$ cat src/rtl/pipe_hazard_ctl.sv
// Stall/flush sequencer for the four pipe registers: load-use, free-list and
// data-memory hazards plus branch-mispredict flush, redirect and checkpoint restore.
module pipe_hazard_ctl #(
  parameter int REG_ADDR_WIDTH   = 5,
  parameter int CHECKPOINT_WIDTH = 2,
  parameter int RESTORE_CYCLES   = 2,
  parameter int PERF_WIDTH       = 16
) (
  input  logic                        i_Clk,
  input  logic                        i_Reset,
  input  logic                        i_Dec_Uses_Src1,
  input  logic [REG_ADDR_WIDTH:0]     i_Dec_PSrc1_Addr,
  input  logic                        i_Dec_Uses_Src2,
  input  logic [REG_ADDR_WIDTH:0]     i_Dec_PSrc2_Addr,
  input  logic                        i_Ex_Mem_Valid,
  input  logic                        i_Ex_Mem_Read_Write_n,
  input  logic                        i_Ex_Writes_Back,
  input  logic [REG_ADDR_WIDTH:0]     i_Ex_PWrite_Addr,
  input  logic                        i_Free_List_Empty,
  input  logic                        i_Mem_Busy,
  input  logic                        i_Branch_Resolved,
  input  logic                        i_Branch_Mispredict,
  input  logic [CHECKPOINT_WIDTH-1:0] i_Branch_Checkpoint,
  output logic                        o_Stall_IF_ID,
  output logic                        o_Stall_ID_EX,
  output logic                        o_Stall_EX_MEM,
  output logic                        o_Flush_IF_ID,
  output logic                        o_Flush_ID_EX,
  output logic                        o_Flush_MEM_WB,
  output logic                        o_PC_Redirect,
  output logic                        o_Restore_Valid,
  output logic [CHECKPOINT_WIDTH-1:0] o_Restore_Checkpoint,
  output logic [1:0]                  o_State,
  output logic [PERF_WIDTH-1:0]       o_Stall_Count
);

  typedef enum logic [1:0] {
    ST_RUN      = 2'd0,
    ST_MEM_WAIT = 2'd1,
    ST_RECOVER  = 2'd2
  } state_t;

  localparam logic [3:0] CNT_INIT = 4'(RESTORE_CYCLES - 1);

  state_t                      state_q, state_d;
  logic [3:0]                  cnt_q, cnt_d;
  logic                        pending_q, pending_d;
  logic [CHECKPOINT_WIDTH-1:0] pend_cp_q, pend_cp_d;
  logic                        restore_valid_q, restore_valid_d;
  logic [CHECKPOINT_WIDTH-1:0] restore_cp_q, restore_cp_d;
  logic [PERF_WIDTH-1:0]       stall_count_q, stall_count_d;

  logic                        lu, mp, in_recover, take_mp, hazard;
  logic [CHECKPOINT_WIDTH-1:0] redirect_cp;

  assign lu = i_Ex_Mem_Valid & i_Ex_Mem_Read_Write_n & i_Ex_Writes_Back &
              (i_Ex_PWrite_Addr != '0) &
              ((i_Dec_Uses_Src1 & (i_Dec_PSrc1_Addr == i_Ex_PWrite_Addr)) |
               (i_Dec_Uses_Src2 & (i_Dec_PSrc2_Addr == i_Ex_PWrite_Addr)));
  assign mp = i_Branch_Resolved & i_Branch_Mispredict;

  // pending is only ever set on the way into MEM_WAIT, so outside RECOVER a
  // non-busy cycle with pending (or a fresh mispredict) starts recovery.
  assign in_recover  = (state_q == ST_RECOVER);
  assign take_mp     = ~in_recover & ~i_Mem_Busy & (pending_q | mp);
  assign hazard      = ~in_recover & ~i_Mem_Busy & ~take_mp & (lu | i_Free_List_Empty);
  assign redirect_cp = pending_q ? pend_cp_q : i_Branch_Checkpoint;

  always_ff @(posedge i_Clk) begin
    if (i_Reset) begin
      state_q         <= ST_RUN;
      cnt_q           <= '0;
      pending_q       <= 1'b0;
      pend_cp_q       <= '0;
      restore_valid_q <= 1'b0;
      restore_cp_q    <= '0;
      stall_count_q   <= '0;
    end else begin
      state_q         <= state_d;
      cnt_q           <= cnt_d;
      pending_q       <= pending_d;
      pend_cp_q       <= pend_cp_d;
      restore_valid_q <= restore_valid_d;
      restore_cp_q    <= restore_cp_d;
      stall_count_q   <= stall_count_d;
    end
  end

  always_comb begin
    state_d         = state_q;
    cnt_d           = cnt_q;
    pending_d       = pending_q;
    pend_cp_d       = pend_cp_q;
    restore_valid_d = 1'b0;
    restore_cp_d    = restore_cp_q;
    stall_count_d   = stall_count_q;
    if (o_Stall_IF_ID && (stall_count_q != '1)) begin
      stall_count_d = stall_count_q + 1'b1;
    end
    case (state_q)
      ST_RECOVER: begin
        cnt_d = cnt_q - 4'd1;
        if (cnt_q == 4'd0) begin
          state_d = ST_RUN;
        end
      end
      default: begin
        if (i_Mem_Busy) begin
          state_d = ST_MEM_WAIT;
          if (mp) begin
            pending_d = 1'b1;
            pend_cp_d = i_Branch_Checkpoint;
          end
        end else if (take_mp) begin
          state_d         = ST_RECOVER;
          cnt_d           = CNT_INIT;
          pending_d       = 1'b0;
          restore_valid_d = 1'b1;
          restore_cp_d    = redirect_cp;
        end else begin
          state_d = ST_RUN;
        end
      end
    endcase
  end

  always_comb begin
    o_Stall_IF_ID  = 1'b0;
    o_Stall_ID_EX  = 1'b0;
    o_Stall_EX_MEM = 1'b0;
    o_Flush_IF_ID  = 1'b0;
    o_Flush_ID_EX  = 1'b0;
    o_Flush_MEM_WB = 1'b0;
    o_PC_Redirect  = 1'b0;
    if (!i_Reset) begin
      o_Stall_IF_ID  = (i_Mem_Busy & ~in_recover) | hazard | in_recover;
      o_Stall_ID_EX  = i_Mem_Busy & ~in_recover;
      o_Stall_EX_MEM = i_Mem_Busy;
      o_Flush_MEM_WB = i_Mem_Busy;
      o_Flush_IF_ID  = take_mp;
      o_Flush_ID_EX  = take_mp | hazard | in_recover;
      o_PC_Redirect  = take_mp;
    end
  end

  assign o_Restore_Valid      = restore_valid_q;
  assign o_Restore_Checkpoint = restore_cp_q;
  assign o_State              = state_q;
  assign o_Stall_Count        = stall_count_q;

endmodule

$ cat config.mk
export PLATFORM = sky130hd
export DESIGN_NAME = pipe_hazard_ctl
export DESIGN_NICKNAME = d
export VERILOG_FILES = /design/src/rtl/pipe_hazard_ctl.sv
export SDC_FILE = /design/constraint.sdc
export NUM_CORES = 1
export LEC_CHECK = 0
export BUFFER_PORTS_ARGS = -buffer_cell sky130_fd_sc_hd__buf_2
export CAP_MARGIN = 20
export CORE_MARGIN = 2
export CORE_UTILIZATION = 44
export DETAILED_ROUTE_END_ITERATION = 16
export PLACE_DENSITY = 0.79
export SLEW_MARGIN = 40
export SYNTH_ARGS = -nofsm -noshare
export SYNTH_HDL_FRONTEND = slang
export SYNTH_SLANG_ARGS = --single-unit
$ cat constraint.sdc
create_clock -name i_Clk -period 1.8 [get_ports i_Clk]
set_input_delay 0.09 -clock i_Clk [delete_from_list [all_inputs] [get_ports i_Clk]]
set_output_delay 0.09 -clock i_Clk [all_outputs]
set_load 0.005 [all_outputs]
==> flow_metrics.env <==
export IMPL_rows=21
export IMPL_status="finished with violations"
export IMPL_drtIter0Drc=105
export IMPL_finalWirelength_um=4315
export IMPL_hold_violations=0
export IMPL_wl_met3_um=157
export IMPL_leakage_nw=0.9811
export IMPL_pre_cts_ws_ps=-7.129
export IMPL_arrival_ps=1730
export IMPL_violations="negative setup slack"
export IMPL_h_tree_depth=1
export IMPL_crit_chain="nor2b_1 -> a211oi_2 -> nor2_2 -> a41oi_4 -> buf_6 -> inv_2 -> buf_2"
export IMPL_die_h_um=63.86
export IMPL_path_max_fanout=6
export IMPL_slowest_stage="dfxtp_2"
export IMPL_p_int_w=0.001016
export IMPL_ys_ff_latch=28
export IMPL_synth_cell_types=35
export IMPL_critPathCapture="o_Stall_IF_ID"
export IMPL_ys_top_cells_by_area="dfxtp_1 36%, xnor2_1 7.2%, a21oi_1 5.1%, nor2_1 4.8%, o311ai_0 3.3%"
export IMPL_post_route_period_util_pct=101.3
export IMPL_p_clk_share_pct=30.9
export IMPL_wl_met2_um=2224
export IMPL_antenna_found_initial=0
export IMPL_nets=310
export IMPL_grt_pass1_wl_um=6872
export IMPL_finalMaxSlewViolations=0
export IMPL_cpPeakStageDelay_ps=350
export IMPL_powerDensity_nw_per_um2=594.5
export IMPL_p_total_w=0.001359
export IMPL_viasPerCell=5.439
export IMPL_routed_top_layer="met4"
export IMPL_fp_dieW_um=63.86
export IMPL_io_buffers=58
export IMPL_r2r_start="o_State[1]"
export IMPL_yosysTopAreaCell="dfxtp_1"
export IMPL_wire_per_inst_um=13.44
export IMPL_synth_top_area_share_pct=35.56
export IMPL_fin_ws_ps=-23.08
export IMPL_cts_sinks=28
export IMPL_track_usage_pct=20.49
export IMPL_worst_slew_pin_slew_ps=523.7
export IMPL_fin_cells=321
export IMPL_clockBufferDepth=2
export IMPL_r2r_slack_ps=20
export IMPL_period_needed_ps=1823
export IMPL_die_area_um2=4078
export IMPL_synth_flop_cell="dfxtp_1"
export IMPL_synth_seq_area_share_pct=35.56
export IMPL_synth_cells=189
export IMPL_core_um2=3390
export IMPL_ioPinCount=59
export IMPL_cp_startpoint="o_State[1]"
export IMPL_grt_max_degree=17
export IMPL_synth_most_common_cell="dfxtp_1"
export IMPL_post_dp_hpwl_um=3018
export IMPL_num_antenna_cells=0
export IMPL_relSlewSlack_pct=64.18
export IMPL_grt_overflow_total=0
export IMPL_vias=1746
export IMPL_r2r_end="o_Stall_Count[9]"
export IMPL_initial_core_util_pct=46.51
export IMPL_met1_length_um=1875
export IMPL_cts_clk_slew_worst_paths_ps=150
export IMPL_hp_class="in2reg"
export IMPL_drive_gt1_share_pct=44.00
export IMPL_cts_tree="built"
export IMPL_rsz0062_at_grt="true"
export IMPL_synth_avg_cell_area_um2=8.341
export IMPL_gp_congestion=0.8379
export IMPL_synth_fp_nets=223
export IMPL_design_area_um2=2286
export IMPL_dp_cells=305
export IMPL_drt_first_pass_iters=4
export IMPL_maxCapViolCount=0
export IMPL_async_flop_share_pct=0
export IMPL_vdd_ir_drop_max_mv=0.5259
export IMPL_clock_latency_ps=340
export IMPL_setup_viol=1
export IMPL_synth_edf_count=0
export IMPL_p_sw_w=0.0003427
export IMPL_postRouteAntennaNets=0
export IMPL_r2r_cells=7
export IMPL_drc=0
export IMPL_netlist_top_cells_count="28 x dfxtp_1, 20 x nor2_1, 16 x a21oi_1"
export IMPL_fin_skew_ps=6.005
export IMPL_cp_end_kind="primary output"
export IMPL_placed_area_um2=2051
export IMPL_power_frac_comb_pct=20.8
export IMPL_critical_path_required_ps=1710
export IMPL_worst_setup_path_start_kind="register"
export IMPL_cts_buffers=3
export IMPL_syn_to_final_growth_pct=45.00
export IMPL_synth_warnings=0
export IMPL_fmax_ghz=0.5485
export IMPL_critPathKind="reg2out"
export IMPL_power_frac_seq_pct=48.3
export IMPL_p_sw_share_pct=25.22
export IMPL_root_buffer="clkbuf_4"
export IMPL_grt_pass1_vias=1621
export IMPL_netlist_area_um2=1577
==> layout make-up <==
class	instances	area, µm²
fill	272	1104
multi-input combinational	144	1015
timing repair buffer	93	573.1
sequential	28	565.5
tap	46	57.56
clock inverter	1	30.03
clock buffer	3	22.52
inverter	6	22.52
==> stage by stage <==
stage          TNS [ps]  hold WS (ps)  util, %
3_5_place_dp     -8.631         349.0    60.50
3_3_place_gp          0         343.1    60.50
5_1_grt          -607.5         94.98    67.44
4_1_cts               0         61.77    63.46
2_1_floorplan         0         233.9        -
6_report         -23.08         83.37    67.44
==> how the worst min path moves through the flow <==
| stage | start | end | slack (ps) | depth (start not counted) |
|---|---|---|---|---|
| floorplan | i_Branch_Checkpoint[0] | pend_cp_q[0] | 230 | 2 |
| global placement | i_Branch_Checkpoint[1] | pend_cp_q[1] | 340 | 3 |
| detailed placement | i_Branch_Checkpoint[1] | pend_cp_q[1] | 350 | 3 |
| CTS | i_Branch_Mispredict | pending_q | 60 | 3 |
| global route | i_Branch_Mispredict | pending_q | 90 | 3 |
| finish | i_Branch_Mispredict | pending_q | 80 | 3 |
==> metal layers <==
layer  vias up  global-route usage, %
li1        873                      -
met1       818                  24.97
met2        46                  37.11
met3         9                  3.697
met4         0                  4.620
met5         -                      0
==> power groups by stage <==
stage	combinational, W	sequential, W	clock, W
floorplan	0.000124	0.000671	0
CTS	0.000249	0.000655	0.000423
detailed placement	0.000236	0.000668	0
finish	0.000283	0.000657	0.000420
global placement	0.000229	0.000666	0
global route	0.000316	0.000660	0.000444
==> cells by family (layout without fill, tap and decap cells) <==
logic type / count (synthesis) / after routing / synth area share (%)
buffers and inverters: 17 / 103 / 4.841
adders and majority gates: 3 / 3 / 2.381
and+or+nand+nor: 72 / 72 / 24.52
xor gates and xnor gates: 13 / 13 / 7.222
DFF: 28 / 28 / 35.56
AOI/OAI and AO/OA: 50 / 50 / 21.51
muxes: 6 / 6 / 3.968
==> flip-flops by register name, summed over array words and instances (netlist names) <==
signal                flops
pend_cp_q                 2
o_State                   2
pending_q                 1
o_Restore_Valid           1
cnt_q                     4
o_Restore_Checkpoint      2
o_Stall_Count            16
==> placed cells by master (no fill, tap or decap), types with 5 or more instances in the layout <==
cell type / count
o21ai_0: 6
nand4_1: 6
o41ai_1: 5
buf_4: 29
a21oi_1: 15
o31ai_1: 5
or4_1: 5
nand2_1: 8
inv_1: 5
xnor2_1: 13
nor2_1: 16
nand3_1: 8
buf_2: 58
dfxtp_1: 24
==> critical path, delay by kind of cell, from the launching register on <==
kind                   cells  cell delay [ps]
buffers and inverters      3              310
AO/OA/AOI/OAI              2              490
flip-flops                 1              350
AND/OR/NAND/NOR            2              240
==> timing repair <==
action,4_1_cts,5_1_grt
pin swaps,0,3
endpoints found under the hold margin,2,0
endpoints found under the setup margin,3,17
buffers inserted,3,6
resized for setup,2,24
gates cloned,0,1
hold buffers,2,0
No activity file was read; power rests on OpenSTA's default activity.
